**src/rtl/clint_timer_arm_master.sv**
```systemverilog
// AXI4 initiator that arms mtimecmp[HART_ID] with mtime + delta.
// Optional CLINT_TIMER_ARM_PERIODIC_EN: re-arms mtimecmp on each timer_irq_i rising edge.
module clint_timer_arm_master #(
    parameter int unsigned AXI_ID_WIDTH   = 10,
    parameter int unsigned AXI_ADDR_WIDTH = 64,
    parameter int unsigned AXI_DATA_WIDTH = 64,
    parameter int unsigned AXI_USER_WIDTH = 1,
    parameter logic [63:0] CLINT_BASE     = 64'h0200_0000,
    parameter int unsigned HART_ID        = 0
) (
    input  logic                        aclk,
    input  logic                        aresetn,
    input  logic                        arm_valid_i,
    output logic                        arm_ready_o,
    input  logic [63:0]                 delta_i,
    output logic                        busy_o,
    output logic                        done_o,
    output logic                        err_o,
    output logic [63:0]                 cmp_o,
`ifdef CLINT_TIMER_ARM_PERIODIC_EN
    input  logic                        periodic_i,
    input  logic                        timer_irq_i,
`endif
    output logic [AXI_ID_WIDTH-1:0]     m_axi_awid,
    output logic [AXI_ADDR_WIDTH-1:0]   m_axi_awaddr,
    output logic [7:0]                  m_axi_awlen,
    output logic [2:0]                  m_axi_awsize,
    output logic [1:0]                  m_axi_awburst,
    output logic [2:0]                  m_axi_awprot,
    output logic [3:0]                  m_axi_awcache,
    output logic                        m_axi_awlock,
    output logic [3:0]                  m_axi_awqos,
    output logic [3:0]                  m_axi_awregion,
    output logic [AXI_USER_WIDTH-1:0]   m_axi_awuser,
    output logic                        m_axi_awvalid,
    input  logic                        m_axi_awready,
    output logic [AXI_DATA_WIDTH-1:0]   m_axi_wdata,
    output logic [AXI_DATA_WIDTH/8-1:0] m_axi_wstrb,
    output logic                        m_axi_wlast,
    output logic [AXI_USER_WIDTH-1:0]   m_axi_wuser,
    output logic                        m_axi_wvalid,
    input  logic                        m_axi_wready,
    input  logic [AXI_ID_WIDTH-1:0]     m_axi_bid,
    input  logic [1:0]                  m_axi_bresp,
    input  logic [AXI_USER_WIDTH-1:0]   m_axi_buser,
    input  logic                        m_axi_bvalid,
    output logic                        m_axi_bready,
    output logic [AXI_ID_WIDTH-1:0]     m_axi_arid,
    output logic [AXI_ADDR_WIDTH-1:0]   m_axi_araddr,
    output logic [7:0]                  m_axi_arlen,
    output logic [2:0]                  m_axi_arsize,
    output logic [1:0]                  m_axi_arburst,
    output logic [2:0]                  m_axi_arprot,
    output logic [3:0]                  m_axi_arcache,
    output logic                        m_axi_arlock,
    output logic [3:0]                  m_axi_arqos,
    output logic [3:0]                  m_axi_arregion,
    output logic [AXI_USER_WIDTH-1:0]   m_axi_aruser,
    output logic                        m_axi_arvalid,
    input  logic                        m_axi_arready,
    input  logic [AXI_ID_WIDTH-1:0]     m_axi_rid,
    input  logic [AXI_DATA_WIDTH-1:0]   m_axi_rdata,
    input  logic [1:0]                  m_axi_rresp,
    input  logic                        m_axi_rlast,
    input  logic [AXI_USER_WIDTH-1:0]   m_axi_ruser,
    input  logic                        m_axi_rvalid,
    output logic                        m_axi_rready
);

    if (AXI_DATA_WIDTH != 64) begin : g_bad_data_width
        $error("clint_timer_arm_master: AXI_DATA_WIDTH must be 64");
    end

    localparam logic [63:0] MTIME_ADDR    = CLINT_BASE + 64'hBFF8;
    localparam logic [63:0] MTIMECMP_ADDR = CLINT_BASE + 64'h4000 + 64'(8 * HART_ID);

    typedef enum logic [2:0] {
        S_IDLE, S_AR, S_R, S_AWW, S_B, S_DONE, S_DONE_ERR, S_WAIT
    } state_t;

    state_t      state_q;
    logic [63:0] delta_q;
    logic [63:0] cmp_q;
    logic [63:0] cmp_d;
    logic        arm_ready_q, busy_q, done_q, err_q;
    logic        arvalid_q, rready_q, awvalid_q, wvalid_q, bready_q;
    logic        periodic_q;
    logic        aw_done, w_done;

    assign cmp_d   = m_axi_rdata[63:0] + delta_q;
    assign aw_done = !awvalid_q || m_axi_awready;
    assign w_done  = !wvalid_q || m_axi_wready;

`ifdef CLINT_TIMER_ARM_PERIODIC_EN
    logic irq_q;
    logic irq_rise;
    assign irq_rise = timer_irq_i && !irq_q;

    always_ff @(posedge aclk or negedge aresetn) begin
        if (!aresetn) irq_q <= 1'b0;
        else          irq_q <= timer_irq_i;
    end
`endif

    always_ff @(posedge aclk or negedge aresetn) begin
        if (!aresetn) begin
            state_q     <= S_IDLE;
            delta_q     <= '0;
            cmp_q       <= '0;
            arm_ready_q <= 1'b1;
            busy_q      <= 1'b0;
            done_q      <= 1'b0;
            err_q       <= 1'b0;
            arvalid_q   <= 1'b0;
            rready_q    <= 1'b0;
            awvalid_q   <= 1'b0;
            wvalid_q    <= 1'b0;
            bready_q    <= 1'b0;
            periodic_q  <= 1'b0;
        end else begin
            done_q <= 1'b0;
            case (state_q)
                S_IDLE: if (arm_valid_i) begin
                    delta_q     <= delta_i;
                    err_q       <= 1'b0;
                    arm_ready_q <= 1'b0;
                    busy_q      <= 1'b1;
                    arvalid_q   <= 1'b1;
`ifdef CLINT_TIMER_ARM_PERIODIC_EN
                    periodic_q  <= periodic_i;
`else
                    periodic_q  <= 1'b0;
`endif
                    state_q     <= S_AR;
                end
                S_AR: if (m_axi_arready) begin
                    arvalid_q <= 1'b0;
                    rready_q  <= 1'b1;
                    state_q   <= S_R;
                end
                S_R: if (m_axi_rvalid) begin
                    rready_q <= 1'b0;
                    if (m_axi_rresp != 2'b00) begin
                        err_q   <= 1'b1;
                        done_q  <= 1'b1;
                        state_q <= S_DONE_ERR;
                    end else begin
                        cmp_q     <= cmp_d;
                        awvalid_q <= 1'b1;
                        wvalid_q  <= 1'b1;
                        state_q   <= S_AWW;
                    end
                end
                S_AWW: begin
                    // AW and W retire independently; move on once both have handshaken
                    if (m_axi_awready) awvalid_q <= 1'b0;
                    if (m_axi_wready)  wvalid_q  <= 1'b0;
                    if (aw_done && w_done) begin
                        bready_q <= 1'b1;
                        state_q  <= S_B;
                    end
                end
                S_B: if (m_axi_bvalid) begin
                    bready_q <= 1'b0;
                    if (m_axi_bresp != 2'b00) err_q <= 1'b1;
                    done_q  <= 1'b1;
                    state_q <= S_DONE;
                end
                S_DONE: begin
                    if (periodic_q && !err_q) begin
                        state_q <= S_WAIT;
                    end else begin
                        periodic_q  <= 1'b0;
                        arm_ready_q <= 1'b1;
                        busy_q      <= 1'b0;
                        state_q     <= S_IDLE;
                    end
                end
`ifdef CLINT_TIMER_ARM_PERIODIC_EN
                S_WAIT: begin
                    if (!periodic_i) begin
                        periodic_q  <= 1'b0;
                        arm_ready_q <= 1'b1;
                        busy_q      <= 1'b0;
                        state_q     <= S_IDLE;
                    end else if (irq_rise) begin
                        cmp_q     <= cmp_q + delta_q;
                        awvalid_q <= 1'b1;
                        wvalid_q  <= 1'b1;
                        state_q   <= S_AWW;
                    end
                end
`endif
                default: begin
                    periodic_q  <= 1'b0;
                    arm_ready_q <= 1'b1;
                    busy_q      <= 1'b0;
                    state_q     <= S_IDLE;
                end
            endcase
        end
    end

    assign arm_ready_o = arm_ready_q;
    assign busy_o      = busy_q;
    assign done_o      = done_q;
    assign err_o       = err_q;
    assign cmp_o       = cmp_q;

    assign m_axi_arid     = '0;
    assign m_axi_araddr   = AXI_ADDR_WIDTH'(MTIME_ADDR);
    assign m_axi_arlen    = 8'd0;
    assign m_axi_arsize   = 3'b011;
    assign m_axi_arburst  = 2'b01;
    assign m_axi_arprot   = '0;
    assign m_axi_arcache  = '0;
    assign m_axi_arlock   = 1'b0;
    assign m_axi_arqos    = '0;
    assign m_axi_arregion = '0;
    assign m_axi_aruser   = '0;
    assign m_axi_arvalid  = arvalid_q;
    assign m_axi_rready   = rready_q;

    assign m_axi_awid     = '0;
    assign m_axi_awaddr   = AXI_ADDR_WIDTH'(MTIMECMP_ADDR);
    assign m_axi_awlen    = 8'd0;
    assign m_axi_awsize   = 3'b011;
    assign m_axi_awburst  = 2'b01;
    assign m_axi_awprot   = '0;
    assign m_axi_awcache  = '0;
    assign m_axi_awlock   = 1'b0;
    assign m_axi_awqos    = '0;
    assign m_axi_awregion = '0;
    assign m_axi_awuser   = '0;
    assign m_axi_awvalid  = awvalid_q;
    assign m_axi_wdata    = AXI_DATA_WIDTH'(cmp_q);
    assign m_axi_wstrb    = '1;
    assign m_axi_wlast    = 1'b1;
    assign m_axi_wuser    = '0;
    assign m_axi_wvalid   = wvalid_q;
    assign m_axi_bready   = bready_q;

    logic unused_ok;
    assign unused_ok = ^{m_axi_bid, m_axi_buser, m_axi_rid, m_axi_rlast, m_axi_ruser};

endmodule
```
**config.mk**
```make
export PLATFORM = sky130hd
export DESIGN_NAME = clint_timer_arm_master
export DESIGN_NICKNAME = d
export VERILOG_FILES = /design/src/rtl/clint_timer_arm_master.sv
export SDC_FILE = /design/constraint.sdc
export NUM_CORES = 1
export LEC_CHECK = 0
export BUFFER_PORTS_ARGS = -buffer_cell sky130_fd_sc_hd__buf_2
export CORE_AREA = 8 8 197 199
export CTS_CLUSTER_DIAMETER = 40
export CTS_CLUSTER_SIZE = 10
export DETAILED_ROUTE_END_ITERATION = 8
export DIE_AREA = 0 0 205 207
export GPL_ROUTABILITY_DRIVEN = 0
export GPL_TIMING_DRIVEN = 0
export MAX_ROUTING_LAYER = met4
export PLACE_DENSITY = 0.61
export REMOVE_ABC_BUFFERS = 1
export SYNTH_ARGS = -nofsm -noshare
export SYNTH_HDL_FRONTEND = slang
export SYNTH_SLANG_ARGS = --single-unit
```
**constraint.sdc**
```tcl
create_clock -name aclk -period 3.5 [get_ports aclk]
set_clock_uncertainty 0.2 [all_clocks]
set_input_delay 0.35 -clock aclk [delete_from_list [all_inputs] [get_ports aclk]]
set_output_delay 0.35 -clock aclk [all_outputs]
set_load 0.05 [all_outputs]
```
# Word level (Yosys, flattened, before mapping)
# Index checks and enable logic that the tools add are counted.
# word_totals
register_bits	141
word_cells	96
in_bits	163
out_inout_bits	355
# op_classes
mux	38
reduce_logical	26
eq_ne	16
add_sub_neg	1
n_bitwise	2
# ops
operator	n
adder 64 bit	1
inequality test 2 bit, second input constant	11
2-to-1 mux 3 bit	7
2-to-1 mux 1 bit	20
case mux 3 bit (6 select lines)	1
AND reduction 3 bit	5
case mux 1 bit (2 select lines)	6
case mux 1 bit (3 select lines)	4
nonzero test 2 bit	6
AND reduction 4 bit	2
== test 3 x 2 -> 1 bit, second input constant	2
== test 3 bit, second input constant	2
AND reduction 6 bit	1
AND reduction 5 bit	1
OR reduction 4 bit	1
== test 3 x 1 -> 1 bit, second input constant	1
logical NOT 1 bit	3
logical NOT 3 bit	1
nonzero test 3 bit	1
logical AND 1 bit	2
logical OR 1 bit	2
inverter 1 bit	2
AND reduction 2 bit	1

# Longest topological paths before layout
# Gate-level depths: netlist of run 1.
# logic_depth
ltp_word	5
depth_mapped	11
ltp_nobuf	11

# Worst setup path after synthesis of run 1
# No wires, ideal clock.
# synth_timing
path_type	reg-to-reg
startpoint	register delta_q[0]
endpoint	register cmp_q[46] (netlist: cmp_o[46])
synth_period_minus_slack_ps	2917
t_required_ps	3167
slack_ps	583
setup_time_ps	133
path_stages_with_launch	12
n_path_buf	0
t_arrival_ps	2584
cell_sequence	dfrtp_1 -> ha_1 -> fa_1 -> a211oi_1 -> o21a_1 -> a21o_1 -> a21boi_1 -> a31oi_1 -> o21bai_2 -> a21boi_0 -> xor2_1 -> o21ai_0
# synth_via
elab_chain_cells	1
# synth_rtl
item	line	rtl
from (decl)	82	logic [63:0] delta_q;
from (signal assigned)	124	delta_q <= delta_i;
adder 64 bit	90	assign cmp_d = m_axi_rdata[63:0] + delta_q;
to (signal assigned)	148	cmp_q <= cmp_d;
to (decl)	83	logic [63:0] cmp_q;
# Every way passes these cells.
# A chain may end at the register's enable or synchronous reset.

# Worst setup path after layout of run 1
# layout_timing
startpoint	register delta_q[11]
endpoint	register cmp_q[53] (netlist: cmp_o[53])
# The elaborated chain is that of the path after synthesis.

==> results of run 1 <==
## worst min-delay path by stage
stage,startpoint,endpoint,cells after the start,slack (ps)
finish,m_axi_rvalid,m_axi_rready$_DFFE_PN0P_,4,50
global route,m_axi_arready,m_axi_arvalid$_DFFE_PN0P_,4,60
CTS,m_axi_rvalid,m_axi_rready$_DFFE_PN0P_,4,20
detailed placement,aresetn,delta_q[12]$_DFFE_PN0P_,1,230
global placement,err_o$_DFFE_PN0P_,err_o$_DFFE_PN0P_,2,280
floorplan,aresetn,busy_o$_DFFE_PN0P_,0,-150
## synth_stat cells, types with 2 or more instances
library cell	number	share of area [%]
nand2_1	120	4.0
and3_1	6	0.34
o221ai_1	3	0.24
nor3_1	12	0.54
a21o_1	42	2.8
buf_4	282	19
a211oi_1	9	0.61
nor2_1	44	1.5
nand4_1	30	1.7
buf_2	6	0.27
or2_2	3	0.17
xor2_1	27	2.1
o21ai_1	5	0.22
a21boi_0	4	0.27
o21ai_0	92	4.1
xnor2_1	27	2.1
a221oi_1	6	0.47
clkbuf_1	51	1.7
o211a_1	2	0.18
dfrtp_1	139	31
a31o_2	2	0.16
o211ai_1	3	0.20
nand2b_1	4	0.22
o31a_1	3	0.24
ha_1	63	7.1
o21bai_1	13	0.88
conb_1	2	0.067
o31ai_1	9	0.61
nand3_1	16	0.72
nor4_1	3	0.17
inv_1	17	0.57
a41oi_1	2	0.16
mux2_2	64	6.5
a21oi_1	83	3.7
o41ai_1	2	0.16
and2_1	2	0.11
mux2i_1	4	0.36
or4_1	4	0.27
o21a_1	8	0.54
nor2b_1	3	0.17
nand3b_1	2	0.13
or3_1	4	0.22
a31oi_1	14	0.79
## per-stage QoR
step                      hold WS (ps)  power, mW
after global routing              58.1       15.1
after global placement             281       11.9
after detailed placement           228       12.0
final                             52.5       14.1
after CTS                         19.5       14.2
after floorplan                   -146       9.77
## worst register-to-register path, cell delays in order (launching register included)
cell and delay [ps]:
dfrtp_1 380, ha_1 350, a21oi_1 280, nand2_1 140, a221oi_4 440, nand4b_1 290
a32oi_2 380, nand2_1 200, a21oi_1 280, mux2i_1 240, nand2_1 70
## kinds of logic (layout without fill, tap and decap cells)
logic type,after synthesis,in the layout
buffers and inverters,357,397
AO/OA/AOI/OAI,317,317
AND/OR/NAND/NOR,259,259
flip-flops,140,140
multiplexers,68,68
adder cells (fa/ha/maj),64,64
XOR/XNOR,54,54
other,2,223
## timing repair
action                                 4_1_cts  5_1_grt
pin swaps                                    0        1
endpoints found under the hold margin      138        0
setup endpoints to repair                   16       19
gates resized for setup                      9       10
hold buffers                                69        0
cloned                                       0        0
## layer usage
| layer | vias to the layer above | part of all wire, % |
|---|---|---|
| met5 | - | 0 |
| met4 | 0 | 2.0 |
| met3 | 42 | 7.4 |
| met1 | 4378 | 41 |
| li1 | 4414 | - |
| met2 | 379 | 49 |
## power breakdown
part | internal, mW | switching (mW) | leakage [nW]
clock | 1.24 | 0.714 | 0.306
sequential | 2.39 | 0.605 | 1.71
combinational | 2.81 | 6.36 | 4.56
## state kept, by name (all words and copies together), names as in the netlist
register and count:
cmp_o 64, m_axi_rready 1, state_q 3, busy_o 1, m_axi_wvalid 1, m_axi_bready 1, err_o 1, m_axi_awvalid 1
done_o 1, delta_q 64, arm_ready_o 1, m_axi_arvalid 1
## cell type report
type	count	share of cell area, %
sequential	140	26.7
clock inverter	8	1.07
clock buffer	22	3.62
antenna	5	0.0955
multi-input combinational	980	47.0
timing repair buffer	350	16.5
inverter	17	0.487
tap	468	4.47
==> flow_summary.toml, run 1 <==
[global_route]
grt_pass1_vias = 9389
grt_use_total_pct = 15.8
met2_usage_pct = 26.6
grt_pass1_wl_um = 52500
antenna_found_initial = 4
gr-usage-met1_pct = 18.6
grt_max_degree = 72
grt-ovfl-total = 0
gr-usage-met3_pct = 3.06
busiest_layer = "met2"

[clock_network]
cts_sinks = 140
cts_tree = "yes"
clock-root-buffer = "clkbuf_16"
cts_buffer_depth = 2
clk_pin_slew_ps = 60
cts_setup_buffers = 0
cts_buffers = 17
clock_latency_ps = 430
htree_levels = 4

[worst_setup_path]
required_ps = 3610
critPathTopFamily = "compound AO/OA/AOI/OAI gates"
slowest_delay_ps = 440
crit_chain = "ha_1 -> a21oi_1 -> nand2_1 -> a221oi_4 -> nand4b_1 -> a32oi_2 -> nand2_1 -> a21oi_1 -> mux2i_1 -> nand2_1"
reg2reg_slack_ps = 130
worst-path-buf-inv = 0
arrival_ps = 3480
setup.worst_path.end = "cmp_o[53]$_DFFE_PN0P_"
critPathKind = "register to register"
cp-end-kind = "register"
r2r-start = "delta_q[11]$_DFFE_PN0P_"
cp_slowest_cell = "a221oi_4"
cp_num_cells = 10
reg2regPathDepth = 10
start_kind = "register"
cp_max_fo = 5
r2r-end = "cmp_o[53]$_DFFE_PN0P_"
path_common_cell = "nand2_1"
crit_path_start = "delta_q[11]$_DFFE_PN0P_"

[timing]
fin_crit_sh_pct = 96.3
setup_ws_ps = 128
max_freq_ghz = 0.297
setup_viol = 0
hold_violations = 0
finalMaxSlewViolations = 0
relSlewSlack_pct = 48.5
setup_tns_ps = 0
rsz0062_at_grt = "yes"
tightest_slew_ps = 766
period_needed_ps = 3370

[synthesis]
synth_compound_area_share_pct = 17.7
ys_seq_elements = 140
seq_area_frac_synth_pct = 31.5
ys_async_sr_fraction_pct = 100
syn_area_per_cell_um2 = 8.83
synth_top_family_by_area = "buffers and inverters"
synth_xor_area_share_pct = 4.25
syn_area_um2 = 11100
synth_edf_count = 0
synthMuxAreaShare_pct = 6.83
synth_cells = 1261
synth-simple-area-share_pct = 10.8
synthAdderAreaFrac_pct = 7.26
yosys_warnings = 0
synth_flop_cell = "dfrtp_1"
synth.distinct_cells = 67

[die]
dieHeight_um = 207
coreArea_um2 = 35900
rows = 70
die_x_um = 205
initial_core_util_pct = 31.0
dieArea_um2 = 42400
io_pins = 518

[cells_and_area]
final_cell_mix = "buf_2 (275), conb_1 (218), dfrtp_1 (139)"
instances_no_fill = 1990
layout-drive-gt1-share_pct = 26.4
nNetsFinal = 1733
final_util_pct = 36.5
mostFrequentLayoutCell = "buf_2"
area_delta_synth_final_pct = 17.7
multiInputGateArea_um2 = 6160
seqCellArea_um2 = 3500
fillerInstances = 3666
fin_area_um2 = 13100

[place]
dp_hpwl_um = 27300
portBuffers = 276
placed_area_um2 = 11700
place_inst = 1886
dp_slack_ps = -480

[detailed_routing]
viasPerCell = 4.63
first_pass_iters = 5
vias = 9213
antenna_left = 0
postRouteWirelength_um = 33800
wl_per_cell_um = 17.0
drt_first_iter_violations = 440
route.detailed.drc = 0

[power_and_ir_drop]
ir_drop_v = 0.000556
power_leakage_nw = 6.58
p_per_area_nw_per_um2 = 1080

[min_path]
hold_path_class = "primary input to register"

[run_status]
outcome = "finished clean"

[flow_run]
cap_violations = 0
Note: power is estimated with default switching activity, not from simulation.
==> run 2, diff against run 1 <==
Settings changed: CTS_BUF_LIST from default to sky130_fd_sc_hd__clkbuf_16, CTS_CLUSTER_SIZE 10 to 12.
==> run 2 against run 1 <==
  * Core utilization down 0.080 points
  * Combinational power about the same
  * First-iteration DRC count grew 21%
  * Final cell count about the same
  * Worst hold slack better by 0.96 ps
  * Worst setup slack improved by 20 ps
  * Clock power shrank 4%
  * Register-to-register slack better by 20 ps
  * Fmax grew 0.60%
  * Sequential share of layout area grew 0.059 points
  * Critical path type unchanged
  * Largest power group unchanged
==> flow_summary.toml, run 2 (same netlist as run 1, synthesis figures left out) <==
[timing]
tightest_slew_ps = 764
relSlewSlack_pct = 48.6
max_freq_ghz = 0.298
rsz0062_at_grt = "yes"
setup_ws_ps = 149
setup_viol = 0
setup_tns_ps = 0
hold_violations = 0
fin_crit_sh_pct = 95.8
period_needed_ps = 3350
finalMaxSlewViolations = 0

[detailed_routing]
viasPerCell = 4.65
antenna_left = 0
drt_first_iter_violations = 534
vias = 9248
first_pass_iters = 5
postRouteWirelength_um = 33900
route.detailed.drc = 0
wl_per_cell_um = 17.0

[worst_setup_path]
r2r-start = "delta_q[11]$_DFFE_PN0P_"
r2r-end = "cmp_o[53]$_DFFE_PN0P_"
start_kind = "register"
reg2reg_slack_ps = 150
arrival_ps = 3460
required_ps = 3610
critPathKind = "register to register"
cp_max_fo = 5
reg2regPathDepth = 10
cp-end-kind = "register"

[global_route]
grt_pass1_vias = 9402
antenna_found_initial = 3
gr-usage-met3_pct = 3.01
busiest_layer = "met2"
grt_use_total_pct = 15.8
gr-usage-met1_pct = 18.7
grt_pass1_wl_um = 52500
grt-ovfl-total = 0
grt_max_degree = 72
met2_usage_pct = 26.7

[die]
die_x_um = 205
dieArea_um2 = 42400
dieHeight_um = 207
io_pins = 518
rows = 70
coreArea_um2 = 35900
initial_core_util_pct = 31.0

[clock_network]
cts_buffers = 17
cts_setup_buffers = 0
cts_buffer_depth = 2
htree_levels = 4
clock-root-buffer = "clkbuf_16"
cts_sinks = 140
clk_pin_slew_ps = 60
clock_latency_ps = 430
cts_tree = "yes"

[cells_and_area]
fillerInstances = 3671
final_cell_mix = "buf_2 (275), conb_1 (218), dfrtp_1 (139)"
fin_area_um2 = 13100
final_util_pct = 36.4
area_delta_synth_final_pct = 17.5
nNetsFinal = 1733
instances_no_fill = 1989
mostFrequentLayoutCell = "buf_2"
layout-drive-gt1-share_pct = 26.3

[power_and_ir_drop]
ir_drop_v = 0.000557
power_leakage_nw = 6.57
p_per_area_nw_per_um2 = 1070

[place]
place_inst = 1886
dp_slack_ps = -480
portBuffers = 276
dp_hpwl_um = 27300
placed_area_um2 = 11700

[min_path]
hold_path.startpoint = "m_axi_rvalid"
worst_hold_path.endpoint = "m_axi_rready$_DFFE_PN0P_"
whs_path_depth = 4
hold_path_class = "primary input to register"

[flow_run]
cap_violations = 0

[run_status]
outcome = "finished clean"
-- run 2: where the power goes --
part	internal, mW	leakage (nW)	switching [mW]
combinational	2.82	4.56	6.37
clock	1.17	0.297	0.717
sequential	2.39	1.71	0.605
-- run 2: layout make-up --
class	count	area, um2	share of cell area, %
Inverter	17	63.8	0.488
Sequential cell	140	3500	26.8
Clock buffer	17	425	3.25
Multi-Input combinational cell	980	6160	47.1
Clock inverter	13	159	1.21
Tap cell	468	586	4.48
Timing Repair Buffer	350	2170	16.6
Antenna cell	4	10.0	0.0765
-- run 2: worst max path at each step --
| stage | from | end | slack (ps) | cells after the start |
|---|---|---|---|---|
| global route | delta_q[12]$_DFFE_PN0P_ | cmp_o[60]$_DFFE_PN0P_ | -30 | 10 |
| detailed placement | m_axi_rdata[11] | cmp_o[57]$_DFFE_PN0P_ | -480 | 11 |
| floorplan | m_axi_rresp[1] | cmp_o[63]$_DFFE_PN0P_ | 150 | 5 |
| global placement | state_q[1]$_DFFE_PN0P_ | cmp_o[61]$_DFFE_PN0P_ | -1250 | 5 |
| finish | delta_q[11]$_DFFE_PN0P_ | cmp_o[53]$_DFFE_PN0P_ | 150 | 10 |
| CTS | delta_q[12]$_DFFE_PN0P_ | cmp_o[46]$_DFFE_PN0P_ | 9 | 10 |
-- run 2: routing by layer --
| metal | vias up | wire length (um) |
|---|---|---|
| met5 | - | 0 |
| met4 | 0 | 638 |
| met3 | 36 | 2620 |
| met2 | 399 | 16700 |
| met1 | 4398 | 13900 |
| li1 | 4415 | - |
-- run 2: stage by stage --
stage	hold WS, ps	power [mW]
after floorplan	-146	9.77
after global placement	281	11.9
after detailed placement	228	12.0
after CTS	19.5	14.1
after global routing	58.1	15.0
final	53.5	14.1
-- run 2: repair_timing --
action                                  4_1_cts  5_1_grt
endpoints found under the setup margin       17       18
endpoints found under the hold margin       138        0
hold buffers                                 69        0
resized for setup                             9       11
-- run 2: worst max-delay path, stage by stage, from the launching register on --
cell and delay [ps]:
dfrtp_1 380, ha_1 350, a21oi_1 280, nand2_1 140, a221oi_4 430, nand4b_1 290
a32oi_2 370, nand2_1 190, a21oi_1 280, mux2i_1 240, nand2_1 70
